$ cat src/rtl/ahb_slave_port_mux.sv
// Per-slave AHB port mux: steers the granted master onto the slave port
// and routes ready/response back, with two-cycle ERROR cancellation.
module ahb_slave_port_mux #(
  parameter int MASTER_NUM = 3,
  parameter int ADDR_W     = 32,
  parameter int DATA_W     = 32
) (
  input  logic                                hclk,
  input  logic                                hreset_n,
  input  logic [MASTER_NUM-1:0]               hgrant,
  input  logic                                hsel,
  input  logic [MASTER_NUM-1:0][ADDR_W-1:0]   m_haddr,
  input  logic [MASTER_NUM-1:0][1:0]          m_htrans,
  input  logic [MASTER_NUM-1:0]               m_hwrite,
  input  logic [MASTER_NUM-1:0][2:0]          m_hsize,
  input  logic [MASTER_NUM-1:0][2:0]          m_hburst,
  input  logic [MASTER_NUM-1:0][DATA_W-1:0]   m_hwdata,
  input  logic                                s_hreadyout,
  input  logic                                s_hresp,
  input  logic [DATA_W-1:0]                   s_hrdata,
  output logic                                s_hsel,
  output logic [ADDR_W-1:0]                   s_haddr,
  output logic [1:0]                          s_htrans,
  output logic                                s_hwrite,
  output logic [2:0]                          s_hsize,
  output logic [2:0]                          s_hburst,
  output logic [DATA_W-1:0]                   s_hwdata,
  output logic [MASTER_NUM-1:0]               m_hready,
  output logic [MASTER_NUM-1:0]               m_hresp,
  output logic [DATA_W-1:0]                   m_hrdata,
  output logic                                hwait,
  output logic [2:0]                          hburst
);

  localparam logic [1:0] TR_IDLE = 2'b00;
  localparam logic [2:0] BURST_SINGLE = 3'b000;

  typedef enum logic {
    ST_OK,
    ST_ERR1
  } err_st_e;

  err_st_e               st_q;
  logic [MASTER_NUM-1:0] addr_owner_q;
  logic [MASTER_NUM-1:0] data_owner_q;
  logic [MASTER_NUM-1:0] data_owner_d;
  logic [MASTER_NUM-1:0] addr_sel;
  logic [1:0]            mux_htrans;

  // Grant wins; otherwise hold the owner through slave wait states.
  always_comb begin
    addr_sel = '0;
    if (hreset_n)
      addr_sel = (|hgrant) ? hgrant : addr_owner_q;
  end

  always_comb begin
    s_haddr    = '0;
    mux_htrans = TR_IDLE;
    s_hwrite   = 1'b0;
    s_hsize    = '0;
    s_hburst   = BURST_SINGLE;
    for (int i = 0; i < MASTER_NUM; i++) begin
      if (addr_sel[i]) begin
        s_haddr    = m_haddr[i];
        mux_htrans = m_htrans[i];
        s_hwrite   = m_hwrite[i];
        s_hsize    = m_hsize[i];
        s_hburst   = m_hburst[i];
      end
    end
  end

  assign s_htrans = (st_q == ST_ERR1) ? TR_IDLE : mux_htrans;
  assign s_hsel   = hsel & (|addr_sel);
  assign hburst   = s_hburst;

  always_comb begin
    data_owner_d = data_owner_q;
    if (s_hreadyout)
      data_owner_d = (s_hsel && s_htrans[1]) ? addr_sel : '0;
  end

  always_comb begin
    s_hwdata = '0;
    for (int i = 0; i < MASTER_NUM; i++) begin
      if (data_owner_q[i])
        s_hwdata = m_hwdata[i];
    end
  end

  always_comb begin
    m_hready = '1;
    m_hresp  = '0;
    for (int i = 0; i < MASTER_NUM; i++) begin
      if (data_owner_q[i] || addr_sel[i])
        m_hready[i] = s_hreadyout;
      if (data_owner_q[i])
        m_hresp[i] = s_hresp;
    end
  end

  assign hwait    = (|data_owner_q) & ~s_hreadyout;
  assign m_hrdata = s_hrdata;

  always_ff @(posedge hclk or negedge hreset_n) begin
    if (!hreset_n) begin
      addr_owner_q <= '0;
      data_owner_q <= '0;
      st_q         <= ST_OK;
    end else begin
      addr_owner_q <= addr_sel;
      data_owner_q <= data_owner_d;
      case (st_q)
        ST_OK: begin
          if (s_hresp && !s_hreadyout && (|data_owner_q))
            st_q <= ST_ERR1;
        end
        ST_ERR1: begin
          if (s_hreadyout)
            st_q <= ST_OK;
        end
        default: st_q <= ST_OK;
      endcase
    end
  end

endmodule

$ cat config.mk
export PLATFORM = sky130hd
export DESIGN_NAME = ahb_slave_port_mux
export DESIGN_NICKNAME = d
export VERILOG_FILES = /design/src/rtl/ahb_slave_port_mux.sv
export SDC_FILE = /design/constraint.sdc
export NUM_CORES = 1
export LEC_CHECK = 0
export CAP_MARGIN = 20
export CORE_AREA = 5 5 142 144
export DETAILED_ROUTE_END_ITERATION = 10
export DIE_AREA = 0 0 147 149
export GPL_TIMING_DRIVEN = 1
export PLACE_DENSITY = 0.5
export SYNTH_ARGS = -nofsm -noshare
export SYNTH_HDL_FRONTEND = slang
export SYNTH_SLANG_ARGS = --single-unit
export TNS_END_PERCENT = 1
$ cat constraint.sdc
create_clock -name hclk -period 2.99 [get_ports hclk]
set_input_delay 0.598 -clock hclk [delete_from_list [all_inputs] [get_ports hclk]]
set_output_delay 0.598 -clock hclk [all_outputs]
set_load 0.01 [all_outputs]
# Word level (Yosys, flattened, before mapping)
# Cells that the tools add are included.
[word_totals]
word_cells = 48
output_inout_bits = 116
reg_bits = 7
[op_classes]
reduce_logical = 10
bitwise_logic = 4
n_mux = 31
[ops]
columns = ["cell", "count"]
rows = [
  ["$mux W32", 6],
  ["$mux W3", 9],
  ["$mux W1", 11],
  ["$reduce_or A3 Y1", 3],
  ["$mux W2", 4],
  ["$logic_and A1 B1 Y1", 3],
  ["$logic_or A1 B1 Y1", 3],
  ["$and A1 B1 Y1", 2],
  ["$not A1 Y1", 2],
  ["$pmux W1 S2", 1],
  ["$logic_not A1 Y1", 1],
]

# Depth between registers and ports, before layout
[logic_depth]
ltp_word = 9
ltp_mapped = 7

# Worst setup path after synthesis
# Ideal clock, no wire load.
[synth_timing]
path_kind = "input port to output port"
start = "in hgrant[0]"
end = "out s_hburst[0]"
path_buffers = 2
t_arrival_ps = 2086
slack_ps = 306
stages = 7
path_cell_list = "nor3b_1 > o21ai_0 > clkinv_1 > buf_2 > a221oi_1 > nor2_1 > buf_4"
[synth_between]
elab_chain_len = 6
[synth_rtl]
columns = ["item", "line", "text"]
rows = [
  ["start, declared", "10", "input logic [MASTER_NUM-1:0] hgrant,"],
  ["$reduce_or A3 Y1", "54", "addr_sel = (|hgrant) ? hgrant : addr_owner_q;"],
  ["$mux W3 *", "54", ""],
  ["$mux W3 *", "53", "if (hreset_n)"],
  ["$mux W3 (2 in series)", "64", "if (addr_sel[i]) begin"],
  ["$mux W3 *", "64", ""],
  ["end, declared", "26", "output logic [2:0] s_hburst,"],
]
# Every way passes the cells marked *; elsewhere a longest branch is shown, timed or not.

# Final worst setup path
[layout_timing]
start = "in hgrant[2]"
end = "out s_haddr[4]"
[layout_between]
elab_chain_len = 6
[layout_rtl]
columns = ["item", "line", "text"]
rows = [
  ["$reduce_or A3 Y1", "54", ""],
  ["$mux W3 *", "54", ""],
  ["$mux W3 *", "53", ""],
  ["$mux W32 (2 in series)", "64", ""],
  ["$mux W32 *", "64", ""],
  ["end, declared", "22", "output logic [ADDR_W-1:0] s_haddr,"],
]
# Marks and branches as above.

==> metrics.md <==
| Metric | Value |
|---|---|
| Required @ worst endpoint | 2.39 ns |
| Number of synthesized flops with an enable pin | 0 |
| Yosys reg bits | 7 |
| P_leak | 0.002048 uW |
| Worst-skew pair later-pin latency | 0.23 ns |
| Arrival time at the worst endpoint | 2.33 ns |
| Reg2Reg Depth | 6 |
| Max Slew Vio Count | 0 |
| DP Cell Count | 836 |
| DRT Pass-1 Iters | 4 |
| Largest family of logic cells by synthesized area | compound AO/OA/AOI/OAI gates |
| Synth Net Count | 593 |
| Layout Nets | 872 |
| Gate power share | 0.693 |
| Final hold vios | 0 |
| Switching part of the total power | 0.3210 |
| Final min period | 2.930 ns |
| Ys Warns | 0 |
| Largest net degree at the start of global routing | 44 |
| Dpl hpwl | 12880 um |
| Simple logic cell fraction of the synthesized area | 0.2477 |
| Clk sinks | 7 |
| Fin crit share | 0.9798 |
| CP endpoint kind | primary output |
| Vias in the first global route | 3901 |
| Die Width | 147 um |
| Hold Path Cell Cnt | 2 |
| Number of hold buffers added after CTS | 0 |
| Post-Synth XOR/XNOR Area | 0 |
| Pwr Total | 1079 uW |
| Die height | 149 um |
| Flop pwr share | 0.097 |
| Global-route total usage across every layer | 0.1289 |
| Ys async rst share | 1.000 |
| Layout cells sized above 1 | 0.1814 |
| GP Congestion | 0.8221 |
| First-pass GRT wire length | 22540 um |
| TritonCTS clock tree | built |
| Post-Syn Area | 0.002132 mm2 |
| Clk pwr share | 0.210 |
| Run status | completed |
| Synth Area in Compound Gates | 0.4554 |
| Drt via density | 4.318 |
| Setup_tns | 0 ns |
| DRT antenna net count | 0 |
| Area growth syn-to-layout | 152.4% |
| Clk pin slew, worst setup/hold paths | 0.04 ns |
| Core Area | 0.01858 mm2 |
| Sw Pwr | 346.3 uW |
| Multiplexer share of the synthesized area | 0.004695 |
| Initial antenna violation count | 0 |
| Most frequent cells in the layout | clkdlybuf4s50_1, nor2_1, buf_2, nand2_1, o21ai_0 |
| Post-synth top area share | 0.1268 |
| Non-filler cells in the finished layout | 846 |
| Cell Int Power | 732.5 uW |
| Post-synthesis sequential area ratio | 0.08216 |
| Slew margin rel. | 0.7298 |
| RSZ-0062 raised after global routing | yes |
| Commonest non-fill, non-tap cell in the layout | clkdlybuf4s50_1 |
| Top_reg_cell synth | dfrtp_1 |
| Die area | 0.02190 mm2 |
| DR iter-0 viols | 100 |
| Synth area leader | buf_4 |
| Post-Synth Adder-Cell Area | 0 |
| Worst Path Max Fanout | 9 |
| Ports | 375 |
| Flop2flop setup slack | 1.35 ns |
| FP Rows | 50 |
| Hold Crit Class | reg2reg |
| Hold slack | 0.6648 ns |
| Port Buffer Count | 310 |
| Congestion Overflow GR | 0 |
| Clk_skew | 0.002491 ns |
| H-tree Lvls | 1 |
| Setup violations, final | 0 |
| Syn avg cell area | 6.383 um2 |
| WL final | 15320 um |
| DR DRC count | 0 |
| Synth top area cells | buf_4, nor2_1, a221oi_1 |
| Root Buffer | clkbuf_16 |
| Initial Utilization | 0.1147 |
| Netlist cell types | 32 |
| Num CTS Buffers | 3 |
| Worst Setup Start Kind | primary input |
| Maximum root-to-sink buffer count | 2 |
| Antenna Diode Count | 0 |
| Worst Tran Pin Value | 0.4049 ns |
| Peak Freq | 341.3 MHz |
| Critical path type | in2out |
| Mapped Cells | 334 |
| Average wire per standard cell | 18.11 um |
| Final Core Density | 0.2896 |
| PD cells | 200.5 mW/mm2 |
| Vias | 3653 |
| Peak supply drop | 0.0001162 V |
| Max-cap viol count | 0 |
[worst max-delay path, stage by stage]
cell	delay (ns)
buf_2	0.14
or3b_4	0.40
a2111oi_4	0.37
buf_6	0.14
buf_4	0.13
buf_8	0.14
a221oi_1	0.08
nor2_1	0.17
buf_2	0.16
[worst paths after layout]
kind                                    to       startpoint
min in group asynchronous  addr_owner_q[2]         hreset_n
setup reg to reg           data_owner_q[0]  addr_owner_q[1]
setup / recovery                s_haddr[4]        hgrant[2]
hold / removal                        st_q             st_q
hold reg to reg                       st_q             st_q
max in group asynchronous  data_owner_q[2]         hreset_n
[cell families (layout without fill, tap and decap cells)]
group           count (synthesis)  after routing
mux                             1              1
simple gates                  125            125
compound gates                124            124
flops                           7              7
buf+inv                        77            355
[sequential cells by signal (all words and copies together) (netlist names)]
register / cells
st_q: 1
data_owner_q: 3
addr_owner_q: 3
[what timing repair did]
item	in CTS	in global routing
setup buffers	3	0
gates resized for setup	190	11
setup endpoints to repair	48	32
cloned	2	1
pin swaps	6	7
[through the flow]
step	setup WS (ns)	instance area [um2]
2_1_floorplan	0.3061	2132
3_3_place_gp	-0.8308	5383
3_5_place_dp	-0.8554	5383
4_1_cts	-0.005276	5383
5_1_grt	-0.05952	5381
6_report	0.06027	5381
[final cells by class]
class                   instances  area [um2]
flip-flops and latches          7       176.4
multi-input cells             250        1551
fillers                      2023       13200
inverters                      10       40.04
repair buffers                341        3242
well taps                     234       292.8
clock buffers                   4       78.83
[cells in the mapped netlist (2+ instances only)]
cell      count
nand2_1      34
o21a_1        2
nor3b_1       3
clkinv_1      2
a21o_1        4
a221oi_1     29
a21oi_1       3
dfrtp_1       7
a221oi_2     10
nor2_2       10
buf_2         7
o31ai_1       2
o21ai_0      35
a22oi_1      31
inv_1         8
buf_6         2
and2_1        3
buf_4        36
clkbuf_1     22
o32a_1        2
nor2_1       70
nand3_1       2
[power groups by stage]
stage / logic, uW / registers (uW) / clock network, uW
2_1_floorplan: 274 / 103 / 0
3_3_place_gp: 789 / 106 / 0
3_5_place_dp: 793 / 106 / 0
4_1_cts: 760 / 105 / 233
5_1_grt: 804 / 105 / 240
6_report: 748 / 104 / 227
[routing by layer]
metal,part of all wire,global-route usage
met5,0,0
met4,0.015,0.02097
met3,0.11,0.05014
met2,0.49,0.2376
met1,0.38,0.1429
Power figures use the tool's default switching activity.
